$ cat config.mk
export PLATFORM = sky130hd
export DESIGN_NAME = keypad_scan
export DESIGN_NICKNAME = d
export VERILOG_FILES = /design/src/rtl/keypad_pkg.sv /design/src/rtl/keypad_tick_gen.sv /design/src/rtl/keypad_scan.sv
export SDC_FILE = /design/constraint.sdc
export NUM_CORES = 1
export LEC_CHECK = 0
export BUFFER_PORTS_ARGS = -buffer_cell sky130_fd_sc_hd__buf_2
export CAP_MARGIN = 20
export CORE_MARGIN = 10
export CORE_UTILIZATION = 50
export CTS_CLUSTER_DIAMETER = 80
export DETAILED_ROUTE_END_ITERATION = 12
export GPL_TIMING_DRIVEN = 0
export PLACE_DENSITY = 0.74
export SLEW_MARGIN = 20
export SYNTH_ARGS = -nofsm -noshare
export SYNTH_HDL_FRONTEND = slang
export SYNTH_SLANG_ARGS = --single-unit
$ cat constraint.sdc
create_clock -name clk -period 4.85 [get_ports clk]
set_clock_uncertainty 0.1 [all_clocks]
set_input_delay 0.2425 -clock clk [delete_from_list [all_inputs] [get_ports clk]]
set_output_delay 0.2425 -clock clk [all_outputs]
set_load 0.03 [all_outputs]
$ cat src/rtl/keypad_pkg.sv
// Shared types and helpers for the 4x4 keypad scanner.
// All row and column vectors are active-low.
package keypad_pkg;

   typedef enum logic [1:0] {
      SCAN     = 2'd0,
      DEBOUNCE = 2'd1,
      PRESSED  = 2'd2,
      WAIT_REL = 2'd3
   } state_t;

   localparam logic [3:0] COL_INIT = 4'b1110;
   localparam logic [3:0] ROW_IDLE = 4'b1111;

   typedef struct packed {
      logic       valid;
      logic [1:0] idx;
   } onehot_t;

   // valid only when exactly one bit is low; idx is the position of that bit
   function automatic onehot_t onehot0_index(input logic [3:0] v);
      onehot_t r;
      r.valid = 1'b0;
      r.idx   = 2'd0;
      case (v)
         4'b1110: begin r.valid = 1'b1; r.idx = 2'd0; end
         4'b1101: begin r.valid = 1'b1; r.idx = 2'd1; end
         4'b1011: begin r.valid = 1'b1; r.idx = 2'd2; end
         4'b0111: begin r.valid = 1'b1; r.idx = 2'd3; end
         default: begin r.valid = 1'b0; r.idx = 2'd0; end
      endcase
      return r;
   endfunction

   function automatic logic [3:0] col_rotl(input logic [3:0] c);
      return {c[2:0], c[3]};
   endfunction

endpackage

$ cat src/rtl/keypad_tick_gen.sv
// Free-running divider: tick is high for one clk every SCAN_DIV cycles.
// Also usable as the display driver's refresh strobe.
module keypad_tick_gen #(
   parameter int SCAN_DIV = 100000
) (
   input  logic clk,
   input  logic rst_n,
   output logic tick
);

   localparam logic [31:0] DIV_LAST = 32'(SCAN_DIV - 1);

   logic [31:0] cnt;

   assign tick = (cnt == DIV_LAST);

   always_ff @(posedge clk or negedge rst_n) begin
      if (!rst_n)    cnt <= '0;
      else if (tick) cnt <= '0;
      else           cnt <= cnt + 32'd1;
   end

endmodule

$ cat src/rtl/keypad_scan.sv
// 4x4 hex keypad scanner: column drive, row debounce, key strobe and a
// nibble-shifting entry register.
//
// state    | meaning
// ---------+------------------------------------------------------------
// SCAN     | rotate the low column each tick until one row reads low
// DEBOUNCE | same row pattern must persist for DEB_CNT ticks
// PRESSED  | single clk: key_valid high, code and entry register updated
// WAIT_REL | column held until rows read idle for DEB_CNT-1 ticks
module keypad_scan
   import keypad_pkg::*;
#(
   parameter int size     = 8,
   parameter int SCAN_DIV = 100000,
   parameter int DEB_CNT  = 20
) (
   input  logic            clk,
   input  logic            rst_n,
   input  logic [3:0]      row_in,
   output logic [3:0]      col_out,
   output logic            key_valid,
   output logic [3:0]      key_code,
   output logic [size-1:0] data
);

   localparam int               DEB_W    = $clog2(DEB_CNT) + 1;
   localparam logic [DEB_W-1:0] DEB_LAST = DEB_W'(DEB_CNT - 1);

   logic             tick;
   logic [3:0]       row_s1, rs;
   state_t           state, state_nxt;
   logic [DEB_W-1:0] deb, deb_nxt;
   logic [3:0]       col_nxt;
   logic [3:0]       row_lat, row_lat_nxt;
   logic [1:0]       row_idx, row_idx_nxt;
   logic             accept;
   onehot_t          rs_dec, col_dec;
   logic [3:0]       code_nxt;
   logic [size-1:0]  data_shift;

   keypad_tick_gen #(.SCAN_DIV(SCAN_DIV)) u_tick (
      .clk   (clk),
      .rst_n (rst_n),
      .tick  (tick)
   );

   // row_in comes straight from the keypad pins
   always_ff @(posedge clk or negedge rst_n) begin
      if (!rst_n) begin
         row_s1 <= ROW_IDLE;
         rs     <= ROW_IDLE;
      end else begin
         row_s1 <= row_in;
         rs     <= row_s1;
      end
   end

   assign rs_dec   = onehot0_index(rs);
   assign col_dec  = onehot0_index(col_out);
   assign code_nxt = {row_idx, col_dec.idx};

   generate
      if (size > 4) begin : g_shift
         assign data_shift = {data[size-5:0], code_nxt};
      end else begin : g_nibble
         assign data_shift = code_nxt;
      end
   endgenerate

   always_ff @(posedge clk or negedge rst_n) begin
      if (!rst_n) begin
         state   <= SCAN;
         deb     <= '0;
         col_out <= COL_INIT;
         row_lat <= ROW_IDLE;
         row_idx <= 2'd0;
      end else begin
         state   <= state_nxt;
         deb     <= deb_nxt;
         col_out <= col_nxt;
         row_lat <= row_lat_nxt;
         row_idx <= row_idx_nxt;
      end
   end

   always_comb begin
      state_nxt   = state;
      deb_nxt     = deb;
      col_nxt     = col_out;
      row_lat_nxt = row_lat;
      row_idx_nxt = row_idx;
      accept      = 1'b0;

      case (state)
         SCAN: begin
            if (tick) begin
               if (rs_dec.valid) begin
                  row_lat_nxt = rs;
                  row_idx_nxt = rs_dec.idx;
                  deb_nxt     = '0;
                  state_nxt   = DEBOUNCE;
               end else begin
                  // idle or ghosting: move on; a corrupted column restarts at COL_INIT
                  col_nxt = col_dec.valid ? col_rotl(col_out) : COL_INIT;
               end
            end
         end

         DEBOUNCE: begin
            if (tick) begin
               if (rs == row_lat) begin
                  deb_nxt = deb + 1'b1;
                  if (deb_nxt >= DEB_LAST) begin
                     state_nxt = PRESSED;
                     accept    = 1'b1;
                  end
               end else begin
                  state_nxt = SCAN;
                  col_nxt   = col_rotl(col_out);
               end
            end
         end

         PRESSED: begin
            deb_nxt   = '0;
            state_nxt = WAIT_REL;
         end

         WAIT_REL: begin
            if (tick) begin
               if (rs == ROW_IDLE) begin
                  deb_nxt = deb + 1'b1;
                  if (deb_nxt >= DEB_LAST) begin
                     deb_nxt   = '0;
                     state_nxt = SCAN;
                     col_nxt   = col_rotl(col_out);
                  end
               end else begin
                  deb_nxt = '0;
               end
            end
         end

         default: begin
            state_nxt = SCAN;
            col_nxt   = COL_INIT;
            deb_nxt   = '0;
         end
      endcase
   end

   // outputs load on entry to PRESSED so code and data line up with key_valid
   always_ff @(posedge clk or negedge rst_n) begin
      if (!rst_n) begin
         key_valid <= 1'b0;
         key_code  <= 4'd0;
         data      <= '0;
      end else begin
         key_valid <= accept;
         if (accept) begin
            key_code <= code_nxt;
            data     <= data_shift;
         end
      end
   end

endmodule

== Yosys cells after proc, flatten, opt, wreduce, memory -nomap -nowiden ==
Index checks and enable logic that the tools add are counted.

* $add $sub $neg: 2
* Order comparisons: 1
* Equality and inequality tests: 24
* Mux-type cells: 33
* Reductions and logical operators: 6

{| class="wikitable"
|+ Operators with widths
! operator !! count
|-
| 2-to-1 mux 6 bit || 7
|-
| adder 32 x 1 -> 32 bit (second input constant) || 1
|-
| == test 32 x 17 -> 1 bit (second input constant) || 1
|-
| 2-to-1 mux 32 bit || 1
|-
| 2-to-1 mux 4 bit || 8
|-
| == test 4 bit (second input constant) || 7
|-
| one-hot mux 3 bit (4 select lines) || 2
|-
| one-hot mux 6 bit (4 select lines) || 1
|-
| != test 2 bit (second input constant) || 9
|-
| 2-to-1 mux 2 bit || 8
|-
| one-hot mux 4 bit (3 select lines) || 1
|-
| == test 4 x 3 -> 1 bit (second input constant) || 2
|-
| one-hot mux 2 bit (4 select lines) || 1
|-
| AND reduction 8 bit || 1
|-
| AND reduction 7 bit || 1
|-
| adder 6 x 1 -> 6 bit (second input constant) || 1
|-
| >= comparator 6 x 5 -> 1 bit (second input constant) || 1
|-
| AND reduction 5 bit || 1
|-
| == test 2 bit (second input constant) || 2
|-
| == test 4 bit || 1
|-
| 2-to-1 mux 1 bit || 4
|-
| != test 3 bit (second input constant) || 1
|-
| AND reduction 3 bit || 1
|-
| nonzero test 3 bit || 1
|-
| 2 further kinds || 2
|}

* Flip-flop bits (word level): 71
* Bits of input ports: 6
* Output and inout bits: 17
* Word-level logic and storage cells: 77

== Longest topological paths before layout ==
Gate-level depths: netlist of run 1.

* Word-level depth: 6
* Depth in mapped cells: 8

== By module ==
Synthesis of run 1 repeated with hierarchy kept, for this count alone.

* Cells, all modules: 303
* Area, all modules: 3,360.7 um^2

{| class="wikitable"
|+ Modules (own cells, without submodules)
! module !! instances !! cells an instance !! area each (um^2) !! sequential area each (um^2)
|-
| keypad_scan || 1 || 160 || 1,793.0 || 894.6
|-
| keypad_tick_gen || 1 || 143 || 1,567.8 || 800.8
|}

== Worst setup path after synthesis of run 1 ==
OpenSTA, ideal clock, no wires.

* Path type: register -> register
* Start: register deb[0]
* End: register data[3]
* Library setup time: 0.125 ns
* Data arrival time: 2.034 ns
* Path slack: 2.592 ns
* Stages on the path, launching flop included: 8
* Path buffers: 0
* Clock period less this slack: 2.258 ns
* Cells stage by stage: dfrtp_1 -> ha_1 -> and2_1 -> a21o_1 -> a22oi_1 -> nor2_1 -> nor3b_4 -> mux2_2

* Longest elaborated chain between the ends: 6

{| class="wikitable"
|+ RTL lines
! item !! line !! RTL
|-
| start, declared || keypad_scan.sv:32 || <nowiki>logic [DEB_W-1:0] deb, deb_nxt;</nowiki>
|-
| start signal, assigned || keypad_scan.sv:79 || <nowiki>deb <= deb_nxt;</nowiki>
|-
| adder 6 x 1 -> 6 bit || keypad_scan.sv:112 || <nowiki>deb_nxt = deb + 1'b1;</nowiki>
|-
| >= comparator 6 x 5 -> 1 bit || keypad_scan.sv:113 || <nowiki>if (deb_nxt >= DEB_LAST) begin</nowiki>
|-
| 2-to-1 mux 1 bit || keypad_scan.sv:113 ||
|-
| 2-to-1 mux 1 bit || keypad_scan.sv:111 || <nowiki>if (rs == row_lat) begin</nowiki>
|-
| 2-to-1 mux 1 bit || keypad_scan.sv:110 || <nowiki>if (tick) begin</nowiki>
|-
| 2-to-1 mux 1 bit || keypad_scan.sv:94 || <nowiki>case (state)</nowiki>
|-
| end signal, assigned || keypad_scan.sv:162 || <nowiki>data <= data_shift;</nowiki>
|-
| end, declared || keypad_scan.sv:23 || <nowiki>output logic [size-1:0] data</nowiki>
|}

No other way between the ends.
A chain may end at the register's enable or synchronous reset.

== Final worst setup path of run 1 ==
* Start: register deb[1]
* End: register data[4]

The elaborated chain is that of the path after synthesis.

==> results of run 1 <==
## power by group
part	leakage (uW)	total (uW)	switching (uW)	internal [uW]
clock network	0.0000926	448	197	251
logic	0.000766	33.1	21.3	11.8
registers	0.000869	566	1.31	565
total	0.00173	1050	220	828
## sequential cells by signal, summed over array words and instances (netlist names), 2 cells and up, named ones only
name        cells
row_idx         2
u_tick.cnt     32
deb             6
rs              4
col_out         4
row_lat         4
row_s1          4
key_code        3
data            5
## placed cells by master, fill, tap and decap left out, types with 2 or more instances in the layout
master         count
nor2_1            25
a22oi_1            2
clkbuf_8          10
xor2_1            15
or3_1              3
nor3_1             2
mux2_2            12
nand4_1            9
xnor2_1           24
nor2b_1            2
clkinvlp_4         2
nand2_1           27
nand3_1           20
dlygate4sd3_1      5
dfstp_2           15
nor4b_1            4
o2bb2ai_1          2
clkbuf_1           9
a21oi_1           14
or2_2              2
inv_1              6
ha_1               3
and3_1             5
and2_1             4
buf_2             25
o21ai_0           12
dfrtp_1           52
a31oi_1            2
and4_1             7
a21o_1             2
buf_4              5
a32o_1             3
nand4b_1           2
nor4_1             7
## layer usage
| metal | up-vias | GRT usage, % | wire [um] |
|---|---|---|---|
| li1 | 1211 | - | - |
| met1 | 1189 | 16.3 | 3080 |
| met2 | 40 | 18.7 | 2580 |
| met3 | 11 | 3.24 | 315 |
| met4 | 0 | 6.62 | 121 |
| met5 | - | 0 | 0 |
## cell families after synthesis
group | Yosys count
buffers and inverters | 22
AND/OR/NAND/NOR | 128
flip-flops | 67
XOR/XNOR | 39
adder cells (fa/ha/maj) | 3
AO/OA/AOI/OAI | 47
multiplexers | 13
## through the flow
stage / instance area, um2 / utilization, %
after CTS: 3830 / 59.6
after floorplan: 3350 / -
after global placement: 3560 / 55.4
after detailed placement: 3580 / 55.8
final: 3830 / 59.6
after global routing: 3830 / 59.6
## cell type report
| class | instances | share of cell area (%) |
|---|---|---|
| well taps | 77 | 2.52 |
| clock buffers | 12 | 3.79 |
| multi-input cells | 230 | 40.7 |
| repair buffers | 28 | 4.77 |
| flip-flops and latches | 67 | 44.3 |
| clock inverters | 4 | 1.31 |
| inverters | 6 | 0.588 |
| plain buffers | 16 | 2.09 |
## how the worst max path moves through the flow
stage                                endpoint  slack, ns  depth (start not counted)
final                     data[4]$_DFFE_PN0P_       2.34                          7
after global routing       deb[1]$_DFFE_PN0P_       2.08                          8
after CTS                 data[4]$_DFFE_PN0P_       2.34                          7
after detailed placement  data[3]$_DFFE_PN0P_       2.35                          7
after global placement     deb[1]$_DFFE_PN0P_       2.35                          8
after floorplan           data[3]$_DFFE_PN0P_       2.59                          7
## critical path, cell delays in order (launching register included)
cell and delay [ns]:
dfrtp_1 0.42, ha_1 0.26, and2_1 0.18, a21o_1 0.19
a22oi_1 0.27, nor2_1 0.15, nor3b_4 0.44, mux2_2 0.39
## repair_timing
action / in CTS / in global routing
setup buffers: 0 / 0
hold buffers: 5 / 0
hold endpoints to repair: 27 / 0
==> flow_metrics.tcl, run 1 <==
set metrics [dict create \
    worstReg2RegEnd "data[4]$_DFFE_PN0P_" \
    slew_viol_final 0 \
    die-area_mm2 0.0104 \
    portBuffers 22 \
    avgSynthCellArea_um2 10.5 \
    grt_max_degree 45 \
    hold_class "in -> async" \
    final.period_utilization_pct 51.8 \
    htreeDepth 3 \
    chipHeight_um 102 \
    p_leak_uw 0.00173 \
    cts_tree "built" \
    initial_core_util_pct 52.2 \
    rows 29 \
    critical_path_class "reg -> reg" \
    synth_warnings 0 \
    drtIter0Drc 116 \
    maxCapViolCount 0 \
    synth_compound_area_share_pct 8.99 \
    cp-startpoint "deb[1]$_DFFE_PN0P_" \
    muxShareOfSynthArea_pct 4.33 \
    synth_xor_area_share_pct 10.2 \
    synth_top_family_by_area "simple AND/OR/NAND/NOR gates" \
    syn_nets 328 \
    synth.area.top_cells "dfrtp_1, dfstp_2, xnor2_1" \
    setup-violations-final 0 \
    yosysMostFrequentCell "dfrtp_1" \
    final-instance-count-excl-fill 440 \
    cts_resized 0 \
    outcome "finished, final reports clean" \
    yosys.area.top_type "dfrtp_1" \
    root_buffer "clkbuf_8" \
    worst-r2r-setup-slack_ns 2.34 \
    ir_drop_mv 0.174 \
    synth_edf_count 0 \
    yosys.area_share.adder_pct 1.12 \
    drc 0 \
    max_freq_mhz 398 \
    ys_types 52 \
    synth_cells 319 \
    hold_ws_ns 0.241 \
    p_total_uw 1050 \
    numCtsBuffers 9 \
    rsz0062_at_grt "false" \
    synth_top_area_share_pct 38.8 \
    dp_cells 419 \
    worstSetupStartpointType "flop" \
    grtUsageTotal_pct 12.5 \
    grt-ovfl-total 0 \
    place_congestion 0.812 \
    io_pins 23 \
    worst_pin_slew_ns 0.482 \
    cp_max_fo 9 \
    critPathCaptureType "flop" \
    first_pass_iters 4 \
    synth_commonest_cells "dfrtp_1, nand2_1, nor2_1" \
    synthSimpleGateAreaFrac_pct 21.8 \
    min_period_ns 2.51 \
    via_count 2451 \
    p_per_area_mw_per_mm2 274 \
    cts_max_path_buffers 2 \
    r2r_start "deb[1]$_DFFE_PN0P_" \
    setup-tns-final_ns 0 \
    ys_seq_elements 67 \
    regArea_mm2 0.00170 \
    worstPathArrival_ns 2.63 \
    place_hpwl_mm 4.37 \
    dp_slack_ns 2.35 \
    grt_pass1_vias 2318 \
    cp_data_required_time_ns 4.97 \
    clock-sinks 67 \
    grt_pass1_wl_mm 10.5 \
    hold_violations 0 \
    post-route-worst-setup-slack_ns 2.34 \
    syn2layout_area_growth_pct 14.1 \
    multi_input_area_mm2 0.00156 \
    finalWirelength_mm 6.09 \
    synth_area_mm2 0.00335 \
    path_clk_slew_ns 0.07 \
    die_x_um 102 \
    async_reset_ff_share_pct 100 \
    antenna_found_initial 0 \
    fp.coreArea_mm2 0.00642 \
    synthFlopType "dfrtp_1" \
    clock_latency_ns 0.33 \
    relSlewSlack_pct 67.9 \
    n_fill_cell 580 \
    worstRegToRegCells 7 \
    wl_per_cell_um 13.8 \
    drive_gt1_share_pct 21.8 \
    vias_per_cell 5.57 \
    postRouteAntennaNets 0 \
    diodes 0 \
    fin_nets 367 \
    synth_seq_area_share_pct 50.5 \
]
Note: power is estimated with default switching activity, not from simulation.
==> inputs of run 2 (changes only) <==
- clock period: 4.85 -> 2.6 ns (I/O delays scaled with it)
==> run 2 against run 1 <==
Critical path depth unchanged. Sequential cell count unchanged. Hold slack got worse by 0.11 ns. Register-to-register slack worse by 2.2 ns. Non-clock buffer count rose by 2. Global-route usage is the same. Total power is 87% higher. Sequential power increased by 87%. Via count up 0.82%. Wire length increased by 0.49%. Clock-buffer cell count is the same. Combinational power increased by 90%. Highest routed layer unchanged.
==> flow_metrics.tcl, run 2 (synthesis results as in run 1) <==
set metrics [dict create \
    path_clk_slew_ns 0.07 \
    outcome "finished, final reports clean" \
    grt_pass1_vias 2318 \
    cts_max_path_buffers 2 \
    grt-busiest-layer "met2" \
    final_cell_mix "dfrtp_1, nand2_1, nor2_1, buf_2, xnor2_1" \
    critPathCaptureType "flop" \
    worst-r2r-setup-slack_ns 0.15 \
    gr-usage-met3_pct 3.24 \
    setup-violations-final 0 \
    cp_data_required_time_ns 2.72 \
    min_period_ns 2.45 \
    clock-sinks 67 \
    diodes 0 \
    clock_latency_ns 0.33 \
    largest_register_ffs 32 \
    maxCapViolCount 0 \
    fp.coreArea_mm2 0.00642 \
    rows 29 \
    syn2layout_area_growth_pct 15.4 \
    cts_tree "built" \
    place_congestion 0.812 \
    n_fill_cell 578 \
    portBuffers 22 \
    finalWirelength_mm 6.12 \
    setup-tns-final_ns 0 \
    worstRegToRegCells 7 \
    reg_top3 "u_tick.cnt (32), deb (6), data (5)" \
    initial_core_util_pct 52.2 \
    via_count 2471 \
    vias_per_cell 5.59 \
    grt-ovfl-total 0 \
    multi_input_area_mm2 0.00157 \
    r2r_start "u_tick.cnt[14]$_DFF_PN0_" \
    hold_violations 0 \
    wl_per_cell_um 13.8 \
    met1_usage_pct 16.3 \
    met2_usage_pct 18.7 \
    postRouteAntennaNets 0 \
    post-route-worst-setup-slack_ns 0.146 \
    place_hpwl_mm 4.37 \
    worstReg2RegEnd "deb[1]$_DFFE_PN0P_" \
    grt_max_degree 45 \
    final.period_utilization_pct 94.4 \
    grt_pass1_wl_mm 10.5 \
    max_freq_mhz 407 \
    relSlewSlack_pct 67.7 \
    first_pass_iters 4 \
    p_per_area_mw_per_mm2 505 \
    worst_pin_slew_ns 0.484 \
    worstPathArrival_ns 2.58 \
    critical_path_class "reg -> reg" \
    drc 0 \
    die-area_mm2 0.0104 \
    antenna_found_initial 0 \
    fin_nets 369 \
    top_register "u_tick.cnt" \
    ir_drop_mv 0.324 \
    root_buffer "clkbuf_8" \
    p_leak_uw 0.00174 \
    grtUsageTotal_pct 12.5 \
    htreeDepth 3 \
    numCtsBuffers 9 \
    cp_max_fo 6 \
    slew_viol_final 0 \
    regArea_mm2 0.00170 \
    hold_class "in -> async" \
    drtIter0Drc 115 \
    mostFrequentLayoutCell "dfrtp_1" \
    drive_gt1_share_pct 22.7 \
    chipHeight_um 102 \
    die_x_um 102 \
    rsz0062_at_grt "false" \
    dp_slack_ns 0.0961 \
    worstSetupStartpointType "flop" \
    io_pins 23 \
]
## run 2: worst max-delay path by stage
stage	start	to	cells past startpoint
6_report	u_tick.cnt[14]$_DFF_PN0_	deb[1]$_DFFE_PN0P_	7
5_1_grt	u_tick.cnt[19]$_DFF_PN0_	deb[1]$_DFFE_PN0P_	8
4_1_cts	deb[1]$_DFFE_PN0P_	data[4]$_DFFE_PN0P_	7
3_5_place_dp	deb[1]$_DFFE_PN0P_	data[3]$_DFFE_PN0P_	7
3_3_place_gp	u_tick.cnt[19]$_DFF_PN0_	deb[1]$_DFFE_PN0P_	8
2_1_floorplan	deb[0]$_DFFE_PN0P_	data[3]$_DFFE_PN0P_	7
## run 2: critical path, cell delays in order (launching register included)
cell and delay, ns:
dfrtp_1 0.44, nor4_1 0.33, nand3_1 0.22, nor3_4 0.33
a21boi_4 0.29, or2_2 0.13, buf_2 0.17, mux2_2 0.34
## run 2: where the power goes
group | internal (uW) | leakage (uW) | switching [uW]
sequential | 1050 | 0.000869 | 2.46
clock | 468 | 0.0000926 | 368
combinational | 22.0 | 0.000783 | 40.8
## run 2: what timing repair did
| item | in CTS | in global routing |
|---|---|---|
| resized for setup | 0 | 2 |
| endpoints found under the setup margin | 0 | 11 |
| hold buffers | 5 | 0 |
| setup buffers | 0 | 3 |
| endpoints found under the hold margin | 61 | 0 |
## run 2: metrics by stage
stage | total power (uW) | hold WS [ns] | std cells | util, % | area (um2)
finish | 1960 | 0.129 | 442 | 60.3 | 3870
global route | 2040 | 0.148 | 442 | 60.3 | 3870
CTS | 1980 | 0.127 | 440 | 59.6 | 3830
detailed placement | 1130 | -0.0498 | 419 | 55.8 | 3580
global placement | 1130 | 0.135 | 418 | 55.4 | 3560
floorplan | 1100 | -0.266 | 319 | - | 3350
## run 2: final cells by class
| cell class | instances | share of cell area (%) |
|---|---|---|
| clock buffer | 12 | 3.75 |
| tap | 77 | 2.49 |
| buffer | 15 | 1.97 |
| multi-input combinational | 230 | 40.5 |
| timing repair buffer | 31 | 5.62 |
| inverter | 6 | 0.582 |
| sequential | 67 | 43.8 |
| clock inverter | 4 | 1.29 |
## run 2: routing by layer
metal,wire (um),vias up
met5,0,-
met4,121,0
met3,332,11
met2,2610,45
met1,3050,1198
li1,-,1217
==> inputs of run 3 (changes only) <==
- CORE_ASPECT_RATIO: default -> 1.75
==> run 3 against run 2 <==
Critical path depth is the same. Highest routed layer unchanged. Cell count grew 1.1%. Core utilization grew 0.15 points. Critical endpoint unchanged. Combinational power grew 2%.
==> flow_metrics.tcl, run 3 (synthesis results as in run 1) <==
set metrics [dict create \
    outcome "finished, final reports clean" \
    first_pass_iters 4 \
    p_per_area_mw_per_mm2 552 \
    cts_max_path_buffers 2 \
    max_freq_mhz 408 \
    drtIter0Drc 95 \
    regArea_mm2 0.00170 \
    final_cell_mix "dfrtp_1, nand2_1, nor2_1, buf_2, xnor2_1" \
    syn2layout_area_growth_pct 17.8 \
    final.period_utilization_pct 94.4 \
    final-instance-count-excl-fill 447 \
    critical_path_class "reg -> reg" \
    n_fill_cell 579 \
    postRouteAntennaNets 0 \
    grtUsageTotal_pct 13.7 \
    initial_core_util_pct 51.3 \
    path_clk_slew_ns 0.05 \
    cts_tree "built" \
    worstRegToRegCells 7 \
    die_x_um 81.9 \
    grt_pass1_wl_mm 11.3 \
    diodes 0 \
    hold_violations 0 \
    ir_drop_mv 0.389 \
    grt_pass1_vias 2518 \
    io_pins 23 \
    numCtsBuffers 9 \
    fp.coreArea_mm2 0.00654 \
    antenna_found_initial 0 \
    fin_nets 369 \
    largest_register_ffs 32 \
    mostFrequentLayoutCell "dfrtp_1" \
    finalWirelength_mm 6.72 \
    wl_per_cell_um 15.0 \
    multi_input_area_mm2 0.00158 \
    r2r_start "u_tick.cnt[0]$_DFF_PN0_" \
    worst_pin_slew_ns 0.467 \
    worstSetupStartpointType "flop" \
    clock-sinks 67 \
    maxCapViolCount 0 \
    grt-ovfl-total 0 \
    cp_max_fo 6 \
    slew_viol_final 0 \
    worst-r2r-setup-slack_ns 0.15 \
    hold_class "in -> async" \
    worstReg2RegEnd "deb[1]$_DFFE_PN0P_" \
    top_register "u_tick.cnt" \
    via_count 2524 \
    htreeDepth 3 \
    grt_max_degree 37 \
    critPathCaptureType "flop" \
    reg_top3 "u_tick.cnt (32), deb (6), data (5)" \
    die-area_mm2 0.0105 \
    clock_latency_ns 0.33 \
    vias_per_cell 5.65 \
    rows 39 \
    drc 0 \
    relSlewSlack_pct 68.9 \
    drive_gt1_share_pct 21.9 \
    finalCoreUtilization_pct 60.4 \
    worstPathArrival_ns 2.56 \
    portBuffers 22 \
    p_leak_uw 0.00178 \
    dp_cells 424 \
    place_congestion 0.878 \
    cp_data_required_time_ns 2.71 \
    chipHeight_um 128 \
    place_hpwl_mm 4.94 \
    setup-violations-final 0 \
    min_period_ns 2.45 \
    root_buffer "clkbuf_16" \
]
-- run 3: changes by cell type in the layout (fill, tap and decap cells not counted), sizes merged --
cell / delta
clkbuf: +5
bufinv: -1
clkinv: -1
buf: -1
clkinvlp: -2
-- run 3: final cells by class --
| type | instances | area share (%) |
|---|---|---|
| flip-flops and latches | 67 | 42.9 |
| plain buffers | 16 | 2.03 |
| well taps | 82 | 2.60 |
| inverters | 6 | 0.570 |
| repair buffers | 30 | 5.32 |
| multi-input cells | 230 | 40.0 |
| clock buffers | 16 | 6.62 |
-- run 3: per-layer routing --
layer | routed length [um] | GRT usage (%)
met5 | 0 | 0
met4 | 171 | 7.55
met3 | 338 | 4.11
met2 | 3720 | 24.9
met1 | 2490 | 13.2
-- run 3: worst max-delay path, stage by stage, from the launching register on --
cell,delay (ns)
dfrtp_1,0.38
ha_1,0.27
nand4_1,0.30
nor3_4,0.34
a21boi_4,0.28
or2_2,0.13
buf_2,0.17
mux2_2,0.34
-- run 3: stage by stage --
step | hold slack, ns | power (uW) | setup slack (ns) | setup TNS (ns) | cell area, um2
global route | 0.223 | 2250 | -0.0104 | -0.0104 | 3950
finish | 0.175 | 2180 | 0.147 | 0 | 3950
global placement | 0.135 | 1130 | 0.0405 | 0 | 3570
floorplan | -0.266 | 1100 | 0.342 | 0 | 3350
CTS | 0.179 | 2210 | 0.00382 | 0 | 3900
detailed placement | -0.0138 | 1130 | 0.0281 | 0 | 3590
-- run 3: worst max-delay path by stage --
stage	slack, ns	start	endpoint	cells after the start
finish	0.15	u_tick.cnt[0]$_DFF_PN0_	deb[1]$_DFFE_PN0P_	7
CTS	0.004	deb[0]$_DFFE_PN0P_	data[7]$_DFFE_PN0P_	7
global placement	0.04	deb[0]$_DFFE_PN0P_	data[5]$_DFFE_PN0P_	7
global route	-0.01	u_tick.cnt[0]$_DFF_PN0_	deb[1]$_DFFE_PN0P_	7
detailed placement	0.03	deb[0]$_DFFE_PN0P_	data[6]$_DFFE_PN0P_	7
floorplan	0.34	deb[0]$_DFFE_PN0P_	data[3]$_DFFE_PN0P_	7
-- run 3: where the power goes --
group          switching (uW)  internal [uW]  leakage (uW)
Sequential               3.09           1060      0.000869
Clock                     388            672      0.000125
Combinational            42.0           22.4      0.000783
Total                     433           1750       0.00178
-- run 3: timing repair --
action,4_1_cts,5_1_grt
buffers inserted,0,2
setup endpoints to repair,0,10
hold buffers,5,0
hold endpoints to repair,36,0
resized for setup,0,4
